<file path="src/rtl/vslc_pkg.sv">
// rtl/vslc_pkg.sv - shared state encoding and constants for the VSLC scan controller
package vslc_pkg;

  typedef enum logic [2:0] {
    ST_IDLE   = 3'd0,
    ST_LATCH  = 3'd1,
    ST_RUN    = 3'd2,
    ST_COMMIT = 3'd3,
    ST_FAULT  = 3'd4
  } scan_state_t;

  localparam int         SCAN_CNT_W        = 8;
  localparam logic [7:0] FAULT_OUT_DEFAULT = 8'h00;

endpackage

</file>
<file path="src/rtl/vslc_in_sync.sv">
// rtl/vslc_in_sync.sv - parameterised-width two-flop synchroniser for asynchronous pins
module vslc_in_sync #(
  parameter int W = 8
) (
  input  logic         clk,
  input  logic         rst_n,
  input  logic [W-1:0] d,
  output logic [W-1:0] q
);

  logic [W-1:0] meta;

  always_ff @(posedge clk or negedge rst_n) begin
    if (!rst_n) begin
      meta <= '0;
      q    <= '0;
    end else begin
      meta <= d;
      q    <= meta;
    end
  end

endmodule

</file>
<file path="src/rtl/vslc_scan_ctrl.sv">
// rtl/vslc_scan_ctrl.sv - PLC scan-cycle sequencer (latch, run core, commit) with watchdog
// Optional edge images enabled by defining VSLC_SCAN_EDGE_EN.
module vslc_scan_ctrl
  import vslc_pkg::*;
#(
  parameter int               IN_W       = 8,
  parameter int               OUT_W      = 8,
  parameter int               WDT_CYCLES = 4096,
  parameter logic [OUT_W-1:0] FAULT_OUT  = OUT_W'(FAULT_OUT_DEFAULT),
  localparam int              AW         = $clog2(OUT_W)
) (
  input  logic                  clk,
  input  logic                  rst_n,
  input  logic                  ena,
  input  logic                  scan_tick,
  input  logic                  free_run,
  input  logic [IN_W-1:0]       in_pins,
  input  logic                  core_halt,
  input  logic                  core_fault,
  input  logic                  stage_we,
  input  logic [AW-1:0]         stage_addr,
  input  logic                  stage_d,
  output logic                  core_start,
  output logic                  core_run,
  output logic [IN_W-1:0]       in_image,
  output logic [IN_W-1:0]       in_rise,
  output logic [IN_W-1:0]       in_fall,
  output logic [OUT_W-1:0]      out_pins,
  output logic                  scan_overrun,
  output logic                  wdt_trip,
  output logic [SCAN_CNT_W-1:0] scan_count,
  output logic [2:0]            state_dbg
);

  localparam int WDT_W = $clog2(WDT_CYCLES + 1);

  scan_state_t      state, state_nxt;
  logic [IN_W-1:0]  in_sync_q;
  logic [OUT_W-1:0] stage_img;
  logic [OUT_W-1:0] out_reg;
  logic [WDT_W-1:0] wdt_cnt;
  logic             wdt_expire;

  vslc_in_sync #(.W(IN_W)) u_in_sync (
    .clk   (clk),
    .rst_n (rst_n),
    .d     (in_pins),
    .q     (in_sync_q)
  );

  always_ff @(posedge clk or negedge rst_n) begin
    if (!rst_n) state <= ST_IDLE;
    else        state <= state_nxt;
  end

  always_comb begin
    state_nxt  = state;
    core_start = 1'b0;
    core_run   = 1'b0;
    wdt_expire = 1'b0;
    case (state)
      ST_IDLE: begin
        if (ena && (scan_tick || free_run)) state_nxt = ST_LATCH;
      end
      ST_LATCH: begin
        core_start = 1'b1;
        state_nxt  = ena ? ST_RUN : ST_IDLE;
      end
      ST_RUN: begin
        core_run = 1'b1;
        // a core fault outranks everything; losing ena abandons the scan without commit
        if (core_fault)     state_nxt = ST_FAULT;
        else if (!ena)      state_nxt = ST_IDLE;
        else if (core_halt) state_nxt = ST_COMMIT;
        else if (wdt_cnt == WDT_W'(WDT_CYCLES - 1)) begin
          state_nxt  = ST_FAULT;
          wdt_expire = 1'b1;
        end
      end
      ST_COMMIT: begin
        state_nxt = (ena && free_run) ? ST_LATCH : ST_IDLE;
      end
      ST_FAULT: state_nxt = ST_FAULT;
      default:  state_nxt = ST_IDLE;
    endcase
  end

  always_ff @(posedge clk or negedge rst_n) begin
    if (!rst_n) begin
      in_image     <= '0;
      stage_img    <= '0;
      out_reg      <= '0;
      wdt_cnt      <= '0;
      scan_count   <= '0;
      scan_overrun <= 1'b0;
      wdt_trip     <= 1'b0;
    end else begin
      if (scan_tick && state != ST_IDLE) scan_overrun <= 1'b1;
      if (wdt_expire) wdt_trip <= 1'b1;
      case (state)
        ST_LATCH: begin
          in_image  <= in_sync_q;
          // preload so bits the program never writes keep their committed value
          stage_img <= out_reg;
          wdt_cnt   <= '0;
        end
        ST_RUN: begin
          wdt_cnt <= wdt_cnt + WDT_W'(1);
          if (core_run && stage_we) stage_img[stage_addr] <= stage_d;
        end
        ST_COMMIT: begin
          out_reg    <= stage_img;
          scan_count <= scan_count + SCAN_CNT_W'(1);
        end
        default: ;
      endcase
    end
  end

  assign out_pins  = (state == ST_FAULT) ? FAULT_OUT : out_reg;
  assign state_dbg = 3'(state);

`ifdef VSLC_SCAN_EDGE_EN
  logic [IN_W-1:0] prev_image;

  always_ff @(posedge clk or negedge rst_n) begin
    if (!rst_n)                prev_image <= '0;
    else if (state == ST_LATCH) prev_image <= in_image;
  end

  assign in_rise = in_image & ~prev_image;
  assign in_fall = ~in_image & prev_image;
`else
  assign in_rise = '0;
  assign in_fall = '0;
`endif

endmodule

</file>
<file path="config.mk">
export PLATFORM = sky130hd
export DESIGN_NAME = vslc_scan_ctrl
export DESIGN_NICKNAME = d
export VERILOG_FILES = /design/src/rtl/vslc_pkg.sv /design/src/rtl/vslc_in_sync.sv /design/src/rtl/vslc_scan_ctrl.sv
export SDC_FILE = /design/constraint.sdc
export NUM_CORES = 1
export LEC_CHECK = 0
export BUFFER_PORTS_ARGS = -buffer_cell sky130_fd_sc_hd__clkbuf_2
export CELL_PAD_IN_SITES_DETAIL_PLACEMENT = 0
export CELL_PAD_IN_SITES_GLOBAL_PLACEMENT = 2
export CORE_AREA = 4 4 97 99
export CTS_CLUSTER_SIZE = 14
export DETAILED_ROUTE_END_ITERATION = 8
export DIE_AREA = 0 0 101 103
export GPL_TIMING_DRIVEN = 0
export PLACE_DENSITY_LB_ADDON = 0.12
export SLEW_MARGIN = 20
export SYNTH_ARGS = -nofsm -noshare
export SYNTH_HDL_FRONTEND = slang
export SYNTH_SLANG_ARGS = --single-unit
export TNS_END_PERCENT = 30
</file>
<file path="constraint.sdc">
create_clock -name clk -period 4.75 [get_ports clk]
set_input_delay 0.7125 -clock clk [delete_from_list [all_inputs] [get_ports clk]]
set_output_delay 0.7125 -clock clk [all_outputs]
set_load 0.1 [all_outputs]
</file>
# After elaboration in Yosys (flattened, before gate mapping)

Index checks and enable logic that the tools add are counted.

Register bits: 66
Bits in latches: 0
Memory bits (writable): 0
Bits in read-only memories: 0
Bits of input ports: 20
Output and inout bits: 47
Memories kept: 0

$add $sub $neg: 2
Multiply operators: 0
Div/mod/pow operators: 0
Magnitude comparators: 2
Equality and inequality tests: 8
Shifts and indexed selects: 0
Mux-type cells: 22
Bitwise operators: 0
Reductions and logical operators: 11

Operators with widths:

| kind                                                                                | number |
|---|---|
| 13-bit case mux with 2 select lines                                                 | 1 |
| 8-bit two-way mux                                                                   | 2 |
| 8-bit case mux with 2 select lines                                                  | 1 |
| 3-bit two-way mux                                                                   | 5 |
| 3-bit case mux with 5 select lines                                                  | 1 |
| 13-bit by 1-bit adder with 13-bit output, second input constant                     | 1 |
| 13-bit by 12-bit equality test with 1-bit output, second input constant             | 1 |
| 1-bit two-way mux                                                                   | 9 |
| 8-bit by 1-bit adder with 8-bit output, second input constant                       | 1 |
| 8-bit bitwise mux                                                                   | 1 |
| 3-bit by 2-bit equality test with 1-bit output, second input constant               | 2 |
| 1-bit logical AND                                                                   | 5 |
| 5-bit inequality test, second input constant                                        | 1 |
| 3-bit by 4-bit < comparator with 1-bit output, second input constant                | 1 |
| 2-bit inequality test, second input constant                                        | 2 |
| 2-bit AND reduction                                                                 | 2 |
| 1-bit demux with 3-bit select                                                       | 1 |
| 3-bit by 1-bit equality test with 1-bit output, second input constant               | 1 |
| 3-bit equality test, second input constant                                          | 1 |
| 3-bit by 1-bit greater-or-equal comparator with 1-bit output, second input constant | 1 |
| 3-bit logical NOT                                                                   | 1 |
| 3-bit nonzero test                                                                  | 1 |
| 2-bit two-way mux                                                                   | 1 |
| 2-bit nonzero test                                                                  | 1 |
| 1-bit logical OR                                                                    | 1 |

# Depth between registers and ports, before layout

Gate-level depths: netlist of run 1.

Depth after elaboration: 7
Depth in mapped cells: 8

# Cells and area by module

Synthesis of run 1 repeated with hierarchy kept, for this count alone.

Cell total of the unflattened synthesis: 307
Area, all modules: 2,995.4 µm²

By module, submodules not included:

| module         | instances | cells each | area each (µm²) |
|---|---|---|---|
| vslc_scan_ctrl | 1         | 291        | 2,595.0 |
| vslc_in_sync   | 1         | 16         | 400.4 |

# Least setup slack after synthesis of run 1

No wires, ideal clock.

Kind: register -> output
Start point: reg state[1] (netlist: state_dbg[1])
End point: out out_pins[0]
Arrival time: 2.680 ns
Required time: 4.038 ns
Setup slack: 1.358 ns
Stages on the path, launching flop included: 4
Path buffers: 1
Path through: dfrtp_1 > buf_4 > nor3_1 > nor2b_1

Word-level cells in the longest chain between the ends: 2

Ends and longest elaborated chain:

| what                     | line                  | RTL |
|---|---|---|
| start: declaration       | vslc_scan_ctrl.sv:37  | `scan_state_t state, state_nxt;` |
| start signal: assignment | vslc_scan_ctrl.sv:53  | `else state <= state_nxt;` |
| 3-bit equality test      | vslc_scan_ctrl.sv:120 | `assign out_pins = (state == ST_FAULT) ? FAULT_OUT : out_reg;` |
| 8-bit two-way mux        | vslc_scan_ctrl.sv:120 |  |
| end: declaration         | vslc_scan_ctrl.sv:28  | `output logic [OUT_W-1:0] out_pins,` |

No other way between the ends.

# Final worst setup path of run 1

Start point: reg state[0] (netlist: state_dbg[0])
End point: out core_run

Word-level cells in the longest chain between the ends: 2

Ends and longest elaborated chain:

| what                                           | line                 | RTL |
|---|---|---|
| 3-bit by 2-bit equality test with 1-bit output | vslc_scan_ctrl.sv:61 | `case (state)` |
| 1-bit two-way mux                              | vslc_scan_ctrl.sv:61 |  |
| end: declaration                               | vslc_scan_ctrl.sv:24 | `output logic core_run,` |

No other way between the ends.

==> reports/results.txt, run 1 <==
Outcome -> finished clean
Vias per inst -> 4.65
Fraction of layout cells with a size suffix above 1 -> 26.8%
Post-CTS sizing -> 0
DRC Markers -> 0
Hold WS -> 0.327 ns
Crit-path max FO -> 10
Drt total wl -> 6.83 mm
Yosys top cell area share -> 54.8%
Vias in the first global route -> 2,264
Avg Cell Area, Syn -> 9.87 sq um
Number of synthesized flops with an enable pin -> 0
Area delta synth->final -> 21.1%
Critical Path Sink -> core_run
Required time worst endpoint -> 4.04 ns
Seq/Total Area, Yosys -> 54.8%
Post-DP HPWL -> 4.80 mm
CTS H-tree depth -> 3
Synth cell types -> 42
CTS hold repair buffers -> 0
Cell Rows -> 34
Clock skew -> 0.0117 ns
Pin count of the biggest net entering global routing -> 38
Place WS -> 1.93 ns
R2R Path Start -> state_dbg[0]
Total track usage -> 14.2%
Core area -> 0.00855 sq mm
Clock Latency Late Sink -> 0.35 ns
Diodes inserted -> 0
Vias -> 2,287
Clk sinks -> 66
Layout Nets -> 401
Final ANT Viol Nets -> 0
Routed len/inst -> 13.9 um
Grt ovf -> 0
Worst setup path startpoint -> state_dbg[0]
Chip Width -> 101 um
Initial antenna violation count -> 0
Startpoint Class -> flip-flop
# fillers -> 868
RSZ-0062 raised after global routing -> no
CTS tree -> yes
Worst reg2reg endpoint -> wdt_cnt[7]
Max-slew headroom -> 55.0%
Drt first pass iters -> 4
Hold Fails Final Rpt -> 0
Setup TNS -> 0 ns
Die Y -> 103 um
Post-synthesis cell count -> 305
Root Buffer -> clkbuf_8
Buffers on Ports -> 47
Leakage -> 1.82 nW
Synth Register Bits -> 66
Mapped Area -> 0.00301 sq mm
Final WS setup -> 1.93 ns
Util after Layout -> 42.7%
Critical Path Sink Type -> primary output
Largest Register -> wdt_cnt
Period utilization -> 59.4%
Setup Buffers After CTS -> 0
Iter 0 DRT Violations -> 63
Worst-path clk slew -> 0.09 ns
Fin crit period -> 2.82 ns
Slew @ Worst Pin -> 0.671 ns
Max Root-Sink Buffers -> 2
Global-route wire length before repair -> 11.4 mm
Ports -> 67
Num CTS Buffers -> 9
Largest area contributor in the netlist -> dfrtp_1
Routability cong. -> 0.723
Reg2reg path depth -> 8
Peak Freq -> 355 MHz
Post-route cell area -> 0.00365 sq mm
Max Cap Viol -> 0
Setup Viol. Count Final -> 0
HP Class -> in -> async
Total die area -> 0.0104 sq mm
Synth Flop Type -> dfrtp_1
Pwr Density -> 676 mW/mm^2
Top cells by area, synth -> dfrtp_1 55%, nand2_1 8.1%, buf_4 5.0%, o21ai_0 3.8%, a21oi_1 3.0%
R2r setup slk -> 2.94 ns
Number of synthesis warnings -> 0
Kind of critical path -> reg -> out
Asr flop ratio synth -> 100%
Worst EP arrival -> 2.11 ns
Max FFs per register -> 13
Dpl cell area -> 0.00346 sq mm
Starting Density -> 35.2%
Worst VDD drop -> 344 uV
Final Max Tran Viols -> 0
## worst min-delay path by stage
stage                                end  cells after the start  slack (ns)         startpoint
final                        in_image[5]                      1        0.33              rst_n
after global routing         in_image[3]                      1        0.35              rst_n
after CTS                    in_image[3]                      1        0.34              rst_n
after detailed placement  u_in_sync.q[4]                      0        0.33  u_in_sync.meta[4]
after global placement    u_in_sync.q[7]                      0        0.33  u_in_sync.meta[7]
after floorplan           u_in_sync.q[0]                      0        0.33  u_in_sync.meta[0]
## metal layers
metal  up-vias  part of all wire, %  track usage, %
met4         0                  1.9            6.54
li1       1153                    -               -
met1      1081                   47            18.5
met3        10                  3.5            3.45
met2        43                   48            22.5
met5         -                    0               0
## through the flow
step | std cells | power, mW
CTS | 492 | 2.50
global placement | 475 | 2.03
floorplan | 320 | 1.82
detailed placement | 476 | 2.04
global route | 492 | 2.61
finish | 492 | 2.47
## power by group
part | switching [mW] | total, mW | internal, mW
registers | 0.0832 | 0.778 | 0.694
clock network | 0.246 | 0.443 | 0.197
logic | 1.01 | 1.24 | 0.232
total | 1.34 | 2.47 | 1.12
## kinds of logic after synthesis
kind of cell	synth area share (%)
muxes	0.665
DFF	54.8
AOI/OAI and AO/OA	12.8
adders and majority gates	0.831
xor gates and xnor gates	2.04
buffers and inverters	7.81
and+or+nand+nor	20.9
other	0.125
## Yosys cell counts (2+ instances only)
cell type	n
nor2b_1	14
nand2_2	2
inv_1	4
o31ai_1	3
a21o_1	4
buf_6	2
nand2b_1	3
dfrtp_1	66
a21oi_1	18
nand2_1	65
a31oi_1	2
and2_1	2
ha_1	2
nand4_1	8
o21ai_1	2
buf_4	20
o21ai_0	23
nand3_1	15
mux2i_1	2
clkbuf_1	5
buf_2	4
xnor2_1	6
and3_1	5
nor2_1	9
and4_1	2
## worst max-delay path: stages, from the launching register on
cell and delay [ns]:
dfrtp_1 0.39, buf_4 0.18, or3b_4 0.43, clkinv_2 0.10, buf_4 0.18, clkbuf_2 0.48
## placed cells by master (no fill, tap or decap), types with 3 or more instances in the layout
| cell | count |
|---|---|
| clkbuf_2 | 46 |
| inv_6 | 4 |
| inv_1 | 4 |
| nand4_1 | 8 |
| clkbuf_1 | 5 |
| clkbuf_8 | 9 |
| nand2_1 | 65 |
| dfrtp_1 | 66 |
| a21o_1 | 4 |
| o31ai_1 | 3 |
| nor2_1 | 9 |
| conb_1 | 16 |
| nand2b_1 | 3 |
| o21ai_0 | 23 |
| buf_4 | 20 |
| and3_1 | 5 |
| nor2b_1 | 14 |
| xnor2_1 | 6 |
| a21oi_1 | 18 |
| nand3_1 | 15 |
| buf_2 | 4 |
## cell type report
type | instances | area (sq um) | share of cell area [%]
tap | 108 | 135 | 3.70
timing repair buffer | 48 | 258 | 7.06
inverter | 5 | 20.0 | 0.549
buffer | 32 | 215 | 5.90
multi-input combinational | 217 | 1190 | 32.5
clock buffer | 9 | 124 | 3.40
sequential | 66 | 1650 | 45.3
clock inverter | 7 | 58.8 | 1.61
(Power assumes the default switching activity.)
==> run 2, diff against run 1 <==
--- a/config.mk
+++ b/config.mk
@@ -8,10 +8,10 @@
 export BUFFER_PORTS_ARGS = -buffer_cell sky130_fd_sc_hd__clkbuf_2
 export CELL_PAD_IN_SITES_DETAIL_PLACEMENT = 0
 export CELL_PAD_IN_SITES_GLOBAL_PLACEMENT = 2
-export CORE_AREA = 4 4 97 99
+export CORE_AREA = 4 4 106 108
 export CTS_CLUSTER_SIZE = 14
 export DETAILED_ROUTE_END_ITERATION = 8
-export DIE_AREA = 0 0 101 103
+export DIE_AREA = 0 0 110 112
 export GPL_TIMING_DRIVEN = 0
 export PLACE_DENSITY_LB_ADDON = 0.12
 export SLEW_MARGIN = 20
==> constraint.sdc (replaced) <==
create_clock -name clk -period 2.3 [get_ports clk]
set_input_delay 0.345 -clock clk [delete_from_list [all_inputs] [get_ports clk]]
set_output_delay 0.345 -clock clk [all_outputs]
set_load 0.1 [all_outputs]
==> run 2 against run 1 <==
Register-to-register slack worse by 2.5 ns. Die area is 18% higher. Clock power is 120% higher. Sequential power is 110% higher. Routed wire length is 4.0% higher. Clock skew is 0.0015 ns lower. Combinational power is 120% higher. Global-route usage is 1.7 points lower. Design area is 4.3% higher. Core utilization is 5.5 points lower. Flip-flop and latch count stayed put. Critical endpoint unchanged. Largest cell class unchanged.
==> reports/results.txt, run 2 (synthesis gave the netlist of run 1 again) <==
Outcome -> finished clean
Largest Register -> wdt_cnt
Clk sinks -> 66
Max-slew headroom -> 63.3%
DRC Markers -> 0
Layout Nets -> 403
Routability cong. -> 0.710
Fraction of layout cells with a size suffix above 1 -> 29.5%
Vias -> 2,331
R2r setup slk -> 0.48 ns
Most common cell after layout, fill and taps aside -> nand2_1
Routed len/inst -> 13.6 um
Worst hold start -> in_pins[0]
Post-route cell area -> 0.00381 sq mm
Global-route wire length before repair -> 12.1 mm
Worst EP arrival -> 1.86 ns
Peak Freq -> 454 MHz
Total track usage -> 12.6%
Core area -> 0.0102 sq mm
Chip Width -> 110 um
Post-route insts no fill -> 522
CTS tree -> yes
R2R Path Start -> state_dbg[0]
Clock skew -> 0.0102 ns
CTS H-tree depth -> 3
M3 GR Usage -> 3.48%
Clock Latency Late Sink -> 0.34 ns
Worst setup path startpoint -> state_dbg[0]
Setup Viol. Count Final -> 0
GRT met1 Usage -> 17.0%
Post-DP HPWL -> 4.93 mm
Drt first pass iters -> 4
Hold WS -> 0.0997 ns
Area delta synth->final -> 26.4%
Initial antenna violation count -> 0
GRT busiest layer -> met2
Max FFs per register -> 13
Cell Rows -> 37
Util after Layout -> 37.2%
Final ANT Viol Nets -> 0
Pin count of the biggest net entering global routing -> 40
Diodes inserted -> 0
Vias per inst -> 4.47
Root Buffer -> clkbuf_8
Worst VDD drop -> 817 uV
Max Cap Viol -> 0
RSZ-0062 raised after global routing -> no
Leakage -> 1.86 nW
Iter 0 DRT Violations -> 61
Crit-path max FO -> 10
Buffers on Ports -> 47
Kind of critical path -> reg -> out
Placed cells -> 504
Ports -> 67
Slew @ Worst Pin -> 0.552 ns
Startpoint Class -> flip-flop
Grt ovf -> 0
Die Y -> 112 um
Final Max Tran Viols -> 0
Dpl cell area -> 0.00355 sq mm
Total die area -> 0.0123 sq mm
Fin crit period -> 2.20 ns
Pwr Density -> 1400 mW/mm^2
Hold Fails Final Rpt -> 0
Critical Path Sink Type -> primary output
Required time worst endpoint -> 1.96 ns
Worst-path clk slew -> 0.08 ns
HP Class -> in -> reg
Drt total wl -> 7.10 mm
Most frequent cells in the layout -> 65 x nand2_1, 64 x dfrtp_1, 44 x clkbuf_2
Max Root-Sink Buffers -> 2
Met2 Use GR -> 19.3%
Vias in the first global route -> 2,439
Period utilization -> 95.8%
Num CTS Buffers -> 9
Starting Density -> 29.4%
-- run 2: cell types whose count changed in the layout (fill, tap and decap cells not counted), moves of 2 or more --
cell        delta
buf_12         +2
clkbuf_2       -2
clkinv_2       +2
clkinvlp_4     -2
dfrtp_1        -2
dfrtp_2        +2
inv_6          -2
nor2b_1        -8
nor2b_2        +4
nor2b_4        +4
-- run 2: where the power goes --
part           internal (mW)  switching (mW)  total, mW
Combinational          0.575            2.13       2.70
Clock                  0.508           0.485      0.993
Sequential              1.44           0.176       1.61
-- run 2: worst max-delay path, stage by stage, from the launching register on --
cell,delay (ns)
dfrtp_2,0.40
buf_4,0.17
or3b_4,0.44
clkinv_2,0.10
buf_4,0.20
buf_12,0.19
-- run 2: metrics by stage --
stage / worst slack (ns) / total power, mW / TNS [ns]
after floorplan: -0.184 / 3.84 / -1.37
after global placement: 0.160 / 4.29 / 0
after detailed placement: 0.195 / 4.31 / 0
after CTS: 0.00850 / 5.37 / 0
after global routing: 0.0102 / 5.61 / 0
final: 0.0958 / 5.31 / 0
-- run 2: metal layers --
| metal | wire (um) | part of all wire [%] | vias up |
|---|---|---|---|
| met2 | 3330 | 47 | 44 |
| met1 | 3390 | 48 | 1125 |
| met5 | 0 | 0 | - |
| li1 | - | - | 1154 |
| met3 | 304 | 4.3 | 8 |
| met4 | 82 | 1.2 | 0 |
-- run 2: final timing paths --
path                                endpoint  cells after the start
max                                 core_run                      5
min in group asynchronous       state_dbg[1]                      2
min                        u_in_sync.meta[0]                      1
max reg2reg                     stage_img[6]                      8
max in group asynchronous         wdt_cnt[2]                      3
min reg2reg                   u_in_sync.q[3]                      0
-- run 2: final cells by class --
type	count	area (sq um)
Buffer	32	218
Sequential cell	66	1650
Clock inverter	7	75.1
Inverter	5	20.0
Tap cell	136	170
Multi-Input combinational cell	217	1230
Fill cell	1069	6420
Timing Repair Buffer	50	313
Clock buffer	9	124
-- run 2: what timing repair did --
item | CTS | global route
hold buffers | 1 | 0
endpoints found under the hold margin | 27 | 0
pin swaps | 1 | 0
endpoints found under the setup margin | 10 | 2
setup buffers | 1 | 0
resized for setup | 4 | 4
